<file path="config.mk">
export PLATFORM = sky130hd
export DESIGN_NAME = spi_flash_master_flat
export DESIGN_NICKNAME = d
export VERILOG_FILES = /design/src/rtl/spi_flash_master_if.sv /design/src/rtl/spi_flash_master.sv /design/src/flat_wrapper.sv
export SDC_FILE = /design/constraint.sdc
export NUM_CORES = 1
export LEC_CHECK = 0
export CORE_UTILIZATION = 55
export CTS_CLUSTER_SIZE = 12
export DETAILED_ROUTE_END_ITERATION = 8
export PLACE_DENSITY = 0.92
export RECOVER_POWER = 100
export SYNTH_ARGS = -nofsm -noshare
export SYNTH_HDL_FRONTEND = slang
export SYNTH_SLANG_ARGS = --single-unit
</file>
<file path="constraint.sdc">
create_clock -name clk -period 6.3 [get_ports clk]
set_clock_uncertainty 0.1 [all_clocks]
set_input_delay 1.26 -clock clk [delete_from_list [all_inputs] [get_ports clk]]
set_output_delay 1.26 -clock clk [all_outputs]
set_load 0.02 [all_outputs]
</file>
<file path="src/rtl/spi_flash_master_if.sv">
// Command/response bus between the flash test controller and spi_flash_master.
interface spi_flash_master_if;
    logic       cmd_valid;
    logic       cmd_ready;
    logic [7:0] cmd_data;
    logic       cmd_last;
    logic       end_req;
    logic       rx_valid;
    logic [7:0] rx_data;
    logic       busy;

    modport master (
        output cmd_valid, cmd_data, cmd_last, end_req,
        input  cmd_ready, rx_valid, rx_data, busy
    );

    modport slave (
        input  cmd_valid, cmd_data, cmd_last, end_req,
        output cmd_ready, rx_valid, rx_data, busy
    );
endinterface

</file>
<file path="src/rtl/spi_flash_master.sv">
// Byte-level SPI mode-0 master for the M25P16 serial flash, with CS setup,
// hold and idle spacing counted in clk cycles.
module spi_flash_master #(
    parameter int CLK_DIV  = 4,
    parameter int CS_SETUP = 2,
    parameter int CS_HOLD  = 2,
    parameter int CS_IDLE  = 8
) (
    input  logic              clk,
    input  logic              rst_n,
    spi_flash_master_if.slave bus,
    input  logic              wp_en,
    output logic              spi_cs_n,
    output logic              spi_sclk,
    output logic              spi_mosi,
    input  logic              spi_miso,
    output logic              spi_hold_n,
    output logic              spi_wp_n
);
    localparam int CNT_MAX_A = (CLK_DIV > CS_SETUP) ? CLK_DIV : CS_SETUP;
    localparam int CNT_MAX_B = (CS_HOLD > CS_IDLE) ? CS_HOLD : CS_IDLE;
    localparam int CNT_MAX   = (CNT_MAX_A > CNT_MAX_B) ? CNT_MAX_A : CNT_MAX_B;
    localparam int CNT_W     = $clog2(CNT_MAX);

    localparam logic [CNT_W-1:0] CNT_ONE   = CNT_W'(1);
    localparam logic [CNT_W-1:0] DIV_END   = CNT_W'(CLK_DIV - 1);
    localparam logic [CNT_W-1:0] SETUP_END = CNT_W'(CS_SETUP - 1);
    localparam logic [CNT_W-1:0] HOLD_END  = CNT_W'(CS_HOLD - 1);
    localparam logic [CNT_W-1:0] IDLE_END  = CNT_W'(CS_IDLE - 1);

    typedef enum logic [2:0] {IDLE, SETUP, SHIFT, WAIT, HOLD, GAP} state_t;

    state_t           state, state_d;
    logic [CNT_W-1:0] cnt, cnt_d;
    logic [2:0]       bit_cnt, bit_cnt_d;
    logic [7:0]       tx_sr, tx_sr_d;
    logic [7:0]       rx_sr, rx_sr_d;
    logic [7:0]       rx_data_q, rx_data_d;
    logic             last_q, last_d;
    logic             cs_n_q, cs_n_d;
    logic             sclk_q, sclk_d;
    logic             rx_valid_q, rx_valid_d;
    logic             wp_n_q;
    logic             ready;

    // NOTE: every signal gets its default before the case, so no path leaves one unassigned and infers a latch.
    always_comb begin
        state_d    = state;
        cnt_d      = '0;
        bit_cnt_d  = bit_cnt;
        tx_sr_d    = tx_sr;
        rx_sr_d    = rx_sr;
        rx_data_d  = rx_data_q;
        last_d     = last_q;
        cs_n_d     = cs_n_q;
        sclk_d     = sclk_q;
        rx_valid_d = 1'b0;
        ready      = 1'b0;

        unique case (state)
            IDLE: begin
                ready = 1'b1;
                if (bus.cmd_valid) begin
                    tx_sr_d = bus.cmd_data;
                    last_d  = bus.cmd_last;
                    cs_n_d  = 1'b0;
                    state_d = SETUP;
                end
            end

            SETUP: begin
                if (cnt == SETUP_END) state_d = SHIFT;
                else                  cnt_d   = cnt + CNT_ONE;
            end

            SHIFT: begin
                if (cnt != DIV_END) begin
                    cnt_d = cnt + CNT_ONE;
                end else if (!sclk_q) begin
                    sclk_d  = 1'b1;
                    rx_sr_d = {rx_sr[6:0], spi_miso};
                end else begin
                    sclk_d    = 1'b0;
                    bit_cnt_d = bit_cnt + 3'd1;
                    if (bit_cnt == 3'd7) begin
                        // mosi keeps the final bit through WAIT rather than shifting in a zero
                        rx_valid_d = 1'b1;
                        rx_data_d  = rx_sr;
                        state_d    = last_q ? HOLD : WAIT;
                    end else begin
                        tx_sr_d = {tx_sr[6:0], 1'b0};
                    end
                end
            end

            WAIT: begin
                ready = !bus.end_req;
                if (bus.end_req) begin
                    state_d = HOLD;
                end else if (bus.cmd_valid) begin
                    tx_sr_d = bus.cmd_data;
                    last_d  = bus.cmd_last;
                    state_d = SHIFT;
                end
            end

            HOLD: begin
                if (cnt == HOLD_END) begin
                    cs_n_d  = 1'b1;
                    state_d = GAP;
                end else begin
                    cnt_d = cnt + CNT_ONE;
                end
            end

            GAP: begin
                if (cnt == IDLE_END) state_d = IDLE;
                else                 cnt_d   = cnt + CNT_ONE;
            end

            default: state_d = IDLE;
        endcase
    end

    // NOTE: non-blocking assignments only, so every flop samples the pre-edge value of the others.
    always_ff @(posedge clk) begin
        if (!rst_n) begin
            state      <= IDLE;
            cnt        <= '0;
            bit_cnt    <= '0;
            tx_sr      <= '0;
            rx_sr      <= '0;
            rx_data_q  <= '0;
            last_q     <= 1'b0;
            cs_n_q     <= 1'b1;
            sclk_q     <= 1'b0;
            rx_valid_q <= 1'b0;
            wp_n_q     <= 1'b1;
        end else begin
            state      <= state_d;
            cnt        <= cnt_d;
            bit_cnt    <= bit_cnt_d;
            tx_sr      <= tx_sr_d;
            rx_sr      <= rx_sr_d;
            rx_data_q  <= rx_data_d;
            last_q     <= last_d;
            cs_n_q     <= cs_n_d;
            sclk_q     <= sclk_d;
            rx_valid_q <= rx_valid_d;
            wp_n_q     <= ~wp_en;
        end
    end

    assign bus.cmd_ready = ready;
    assign bus.rx_valid  = rx_valid_q;
    assign bus.rx_data   = rx_data_q;
    assign bus.busy      = (state != IDLE);

    // mosi is the shift register MSB, so it only moves when the byte shifts on sclk fall
    assign spi_cs_n   = cs_n_q;
    assign spi_sclk   = sclk_q;
    assign spi_mosi   = tx_sr[7];
    assign spi_hold_n = 1'b1;
    assign spi_wp_n   = wp_n_q;
endmodule

</file>
<file path="src/flat_wrapper.sv">
// flat-port wrapper written by rule: the top's interface ports become plain ports
module spi_flash_master_flat 
#(
    parameter int CLK_DIV  = 4,
    parameter int CS_SETUP = 2,
    parameter int CS_HOLD  = 2,
    parameter int CS_IDLE  = 8
)
  (clk, rst_n, wp_en, spi_cs_n, spi_sclk, spi_mosi, spi_miso, spi_hold_n, spi_wp_n, bus_cmd_valid, bus_cmd_data, bus_cmd_last, bus_end_req, bus_cmd_ready, bus_rx_valid, bus_rx_data, bus_busy);
  spi_flash_master_if bus_i ();
  input  logic clk;
  input  logic rst_n;
  input  logic wp_en;
  output logic spi_cs_n;
  output logic spi_sclk;
  output logic spi_mosi;
  input  logic spi_miso;
  output logic spi_hold_n;
  output logic spi_wp_n;
  input wire logic [$bits(bus_i.cmd_valid)-1:0] bus_cmd_valid;
  input wire logic [$bits(bus_i.cmd_data)-1:0] bus_cmd_data;
  input wire logic [$bits(bus_i.cmd_last)-1:0] bus_cmd_last;
  input wire logic [$bits(bus_i.end_req)-1:0] bus_end_req;
  output wire logic [$bits(bus_i.cmd_ready)-1:0] bus_cmd_ready;
  output wire logic [$bits(bus_i.rx_valid)-1:0] bus_rx_valid;
  output wire logic [$bits(bus_i.rx_data)-1:0] bus_rx_data;
  output wire logic [$bits(bus_i.busy)-1:0] bus_busy;
  assign bus_i.cmd_valid = bus_cmd_valid;
  assign bus_i.cmd_data = bus_cmd_data;
  assign bus_i.cmd_last = bus_cmd_last;
  assign bus_i.end_req = bus_end_req;
  assign bus_cmd_ready = bus_i.cmd_ready;
  assign bus_rx_valid = bus_i.rx_valid;
  assign bus_rx_data = bus_i.rx_data;
  assign bus_busy = bus_i.busy;
  spi_flash_master #(.CLK_DIV(CLK_DIV), .CS_SETUP(CS_SETUP), .CS_HOLD(CS_HOLD), .CS_IDLE(CS_IDLE)) u_core (.clk(clk), .rst_n(rst_n), .bus(bus_i), .wp_en(wp_en), .spi_cs_n(spi_cs_n), .spi_sclk(spi_sclk), .spi_mosi(spi_mosi), .spi_miso(spi_miso), .spi_hold_n(spi_hold_n), .spi_wp_n(spi_wp_n));
endmodule
</file>
# Word-level counts from Yosys, hierarchy flattened
# Index checks and enable logic that the tools add are counted.
# word_totals
regBits	38
output_inout_bits	16
# op_classes
reduce_logical	16
n_mux	30
n_bitwise	5
n_eq_ne	19
n_addsub	2
# ops
operator	count
$mux W8	5
$mux W3	13
$pmux W8 S3	1
$pmux W3 S6	1
$eq A3 B3 Y1 const B	4
$ne A2 B1 Y1 const B	5
$pmux W3 S3	1
$reduce_and A3 Y1	3
$ne A2 B2 Y1 const B	4
$reduce_and A8 Y1	1
$add A3 B1 Y3 const B	2
$eq A3 B1 Y1 const B	2
$eq A3 B2 Y1 const B	2
$mux W1	6
$pmux W1 S2	3
$reduce_bool A3 Y1	2
$not A1 Y1	5
$reduce_and A5 Y1	1
$reduce_and A2 Y1	2
$reduce_and A4 Y1	1
$reduce_bool A2 Y1	2
$reduce_or A4 Y1	1
$logic_not A3 Y1	1
$ne A3 B2 Y1 const B	1
3 further kinds	3

# Logic depth before layout (Yosys ltp)
# logic_depth
depth_word	5
depth_mapped	8
mapped_depth_nobuf	7

# Least setup slack after synthesis
# No wires, ideal clock.
# synth_path
kind	in2out
startpoint	input port bus_end_req
endpoint	output port bus_cmd_ready
required_time_ns	4.940
setup_slack_ns	2.942
arrival_time_ns	1.998
stages	2
path_buffers	0
cell_sequence	nand2b_1 > o21ai_0
# synth_between
elab_chain_len	2
# synth_rtl
item	line_no	source
from (decl)	flat_wrapper.sv:23	input wire logic [$bits(bus_i.end_req)-1:0] bus_end_req;
$logic_not A1 Y1	spi_flash_master.sv:97	ready = !bus.end_req;
$pmux W1 S2	spi_flash_master.sv:60	unique case (state)
to (decl)	flat_wrapper.sv:24	output wire logic [$bits(bus_i.cmd_ready)-1:0] bus_cmd_ready;
# No other way between the ends.

# Final worst setup path
# Same ends and word-level chain as after synthesis.

==> flow_metrics.tcl <==
set metrics [dict create \
    status "complete, but fails checks" \
    violations "max-capacitance violations, max-slew violations" \
    final_common_cell "dfxtp_1" \
    end_kind "output pin" \
    cts-resized-gates 0 \
    grt_max_degree 33 \
    rows 20 \
    root_buffer "clkbuf_4" \
    start_kind "primary input" \
    fin_ws_ns 2.02 \
    postCtsSetupRepairBufs 0 \
    dr.pass1.iters 4 \
    grt_usage_pct 20.3 \
    vdd_drop_max_mv 0.213 \
    drtAntennaViolNets 0 \
    grt_first_pass_wirelength_um 5110 \
    critPathMaxStageDelay_ns 0.73 \
    yosysSeqAreaShare_pct 43.7 \
    postCtsHoldBufs 0 \
    required_ns 4.94 \
    leakage_uw 0.000959 \
    num_io_pins 31 \
    syn-cell-area_um2 1740 \
    dp_cells 247 \
    setup_viol 0 \
    fin_crit_ns 4.28 \
    via_per_inst 5.17 \
    gp_congestion 0.869 \
    crit_fanout 3 \
    start_util_pct 57.5 \
    floorplan.die_area_um2 3400 \
    h-tree-depth 2 \
    grt_pass1_vias 1151 \
    crit_path_top_delay_cell "dlygate4sd3_1" \
    core_um2 3030 \
    pre_cts_slack_ns 2.04 \
    die_x_um 58.3 \
    route.detailed.drc 0 \
    power_density_nw_per_um2 333 \
    critical_path.cell_chain "clkdlybuf4s50_1, nand2b_1, o21ai_0, dlygate4sd3_1" \
    worstHoldPathType "reg -> reg" \
    ys_warn_count 0 \
    fin_nets 233 \
    hpwl_um 2170 \
    tritoncts "yes" \
    grt-ovfl-total 0 \
    postSynthAreaPerCell_um2 9.41 \
    postSynthCellCount 185 \
    grt_antenna_before_repair 0 \
    cts_sinks 38 \
    crit_type "in -> out" \
    drv_slew 15 \
    finalHoldViolCount 0 \
    tns_ns 0 \
    ys_ff_latch 38 \
    layout_common_cells "dfxtp_1 (38), nor2_1 (36), mux2i_1 (29), dlygate4sd3_1 (16), nand2_1 (14)" \
    arrival_ns 2.92 \
    area_delta_synth_final_pct 22.4 \
    cap_violations 1 \
    synth_cell_types 31 \
    max_slew.worst_pin.slew_ns 1.84 \
    fmax_mhz 234 \
    clkTransAtPathRegs_ns 0.11 \
    diodes 0 \
    vias 1318 \
    drt_iter0_drc 50 \
    final.period_utilization_pct 67.9 \
    ctsLongestPathBuffers 2 \
    cts-buffers-inserted 5 \
    fill_cells 241 \
    fin_cells 255 \
    port_buffers 29 \
    drt-total-wl_um 3130 \
    syn_nets 208 \
    die_y_um 58.3 \
    rsz0062_at_grt "false" \
    clk_latency_ns 0.36 \
    detail_route.wl_per_cell_um 12.3 \
    relSlewSlack_pct -22.9 \
    drive_gt1_share_pct 8.53 \
]
[final cells by class]
class | count | area (µm²) | area share (%)
Clock inverter | 3 | 68.8 | 3.23
Clock buffer | 5 | 37.5 | 1.76
Multi-Input combinational cell | 131 | 901 | 42.3
Timing Repair Buffer | 29 | 290 | 13.6
Inverter | 5 | 18.8 | 0.880
Sequential cell | 38 | 761 | 35.7
Tap cell | 44 | 55.1 | 2.58
[power breakdown]
| group | switching (µW) | internal, µW | leakage [µW] |
|---|---|---|---|
| Combinational | 106 | 100 | 0.000595 |
| Clock | 81.9 | 124 | 0.0000554 |
| Sequential | 30.6 | 267 | 0.000309 |
| Total | 219 | 491 | 0.000959 |
[per-layer routing]
layer / global-route usage [%] / wire [µm] / share of wire [%]
met5: 0 / 0 / 0
met2: 32.2 / 1550 / 49
met3: 6.70 / 165 / 5.3
met4: 7.14 / 47 / 1.5
met1: 25.8 / 1370 / 44
[worst max-delay path: cells and delay by family]
| kind | cells | cell delay (ns) |
|---|---|---|
| and+or+nand+nor | 1 | 0.16 |
| buffers and inverters | 2 | 1.16 |
| AOI/OAI and AO/OA | 1 | 0.33 |
[Yosys cell counts]
| cell | n | area, µm² |
|---|---|---|
| a2111o_1 | 1 | 11.3 |
| a211oi_1 | 1 | 7.51 |
| a21oi_1 | 5 | 25.0 |
| a221oi_1 | 1 | 8.76 |
| a31o_2 | 1 | 8.76 |
| a31oi_1 | 1 | 6.26 |
| buf_2 | 2 | 10.0 |
| buf_4 | 1 | 7.51 |
| clkbuf_1 | 8 | 30.0 |
| conb_1 | 1 | 3.75 |
| dfxtp_1 | 38 | 761 |
| ha_1 | 8 | 100 |
| inv_1 | 5 | 18.8 |
| mux2_2 | 8 | 90.1 |
| mux2i_1 | 29 | 290 |
| nand2_1 | 14 | 52.6 |
| nand2b_1 | 4 | 25.0 |
| nand3_1 | 3 | 15.0 |
| nand3b_1 | 2 | 15.0 |
| nand4_1 | 1 | 6.26 |
| nor2_1 | 35 | 131 |
| nor2_2 | 1 | 6.26 |
| nor2b_1 | 1 | 6.26 |
| nor3_1 | 1 | 5.00 |
| nor3b_4 | 1 | 18.8 |
| nor4b_1 | 1 | 8.76 |
| o21ai_0 | 5 | 25.0 |
| or3_1 | 2 | 12.5 |
| or3b_1 | 1 | 8.76 |
| or3b_2 | 1 | 8.76 |
| xor2_1 | 2 | 17.5 |
[state kept, by name, indices dropped and copies added, names as in the netlist]
signal,cells
u_core.bus.rx_data,8
u_core.rx_sr,8
u_core.tx_sr,8
u_core.bit_cnt,3
u_core.cnt,3
u_core.state,3
u_core.bus.rx_valid,1
u_core.last_q,1
u_core.spi_cs_n,1
u_core.spi_sclk,1
u_core.spi_wp_n,1
[cells by family (layout without fill, tap and decap cells)]
kind of cell,after synthesis,in the layout,synth area share (%)
buf+inv,16,42,3.81
mux,37,37,21.8
fa+ha+maj,8,8,5.75
compound gates,15,15,5.32
flops,38,38,43.7
xor+xnor,2,2,1.01
other cells,1,1,0.215
simple gates,68,68,18.4
[per-stage QoR]
stage / power [µW] / area (µm²) / utilization [%] / hold WS [ns]
6_report: 710 / 2130 / 70.4 / 0.358
5_1_grt: 749 / 2130 / 70.4 / 0.382
4_1_cts: 725 / 2150 / 70.9 / 0.358
3_5_place_dp: 519 / 2040 / 67.4 / 0.343
3_3_place_gp: 512 / 2040 / 67.4 / 0.336
2_1_floorplan: 458 / 1740 / - / 0.321
[path summary, 6_finish.rpt]
check / from / endpoint / slack [ns] / depth (start not counted)
worst max register to register: u_core.state[1]$_SDFFE_PN0P_ / u_core.tx_sr[0]$_SDFFE_PN0P_ / 2.71 / 5
worst max-delay path: bus_end_req / bus_cmd_ready / 2.02 / 4
worst min register to register: u_core.tx_sr[0]$_SDFFE_PN0P_ / u_core.tx_sr[0]$_SDFFE_PN0P_ / 0.36 / 2
worst min-delay path: u_core.tx_sr[0]$_SDFFE_PN0P_ / u_core.tx_sr[0]$_SDFFE_PN0P_ / 0.36 / 2
No activity file was read; power rests on OpenSTA's default activity.
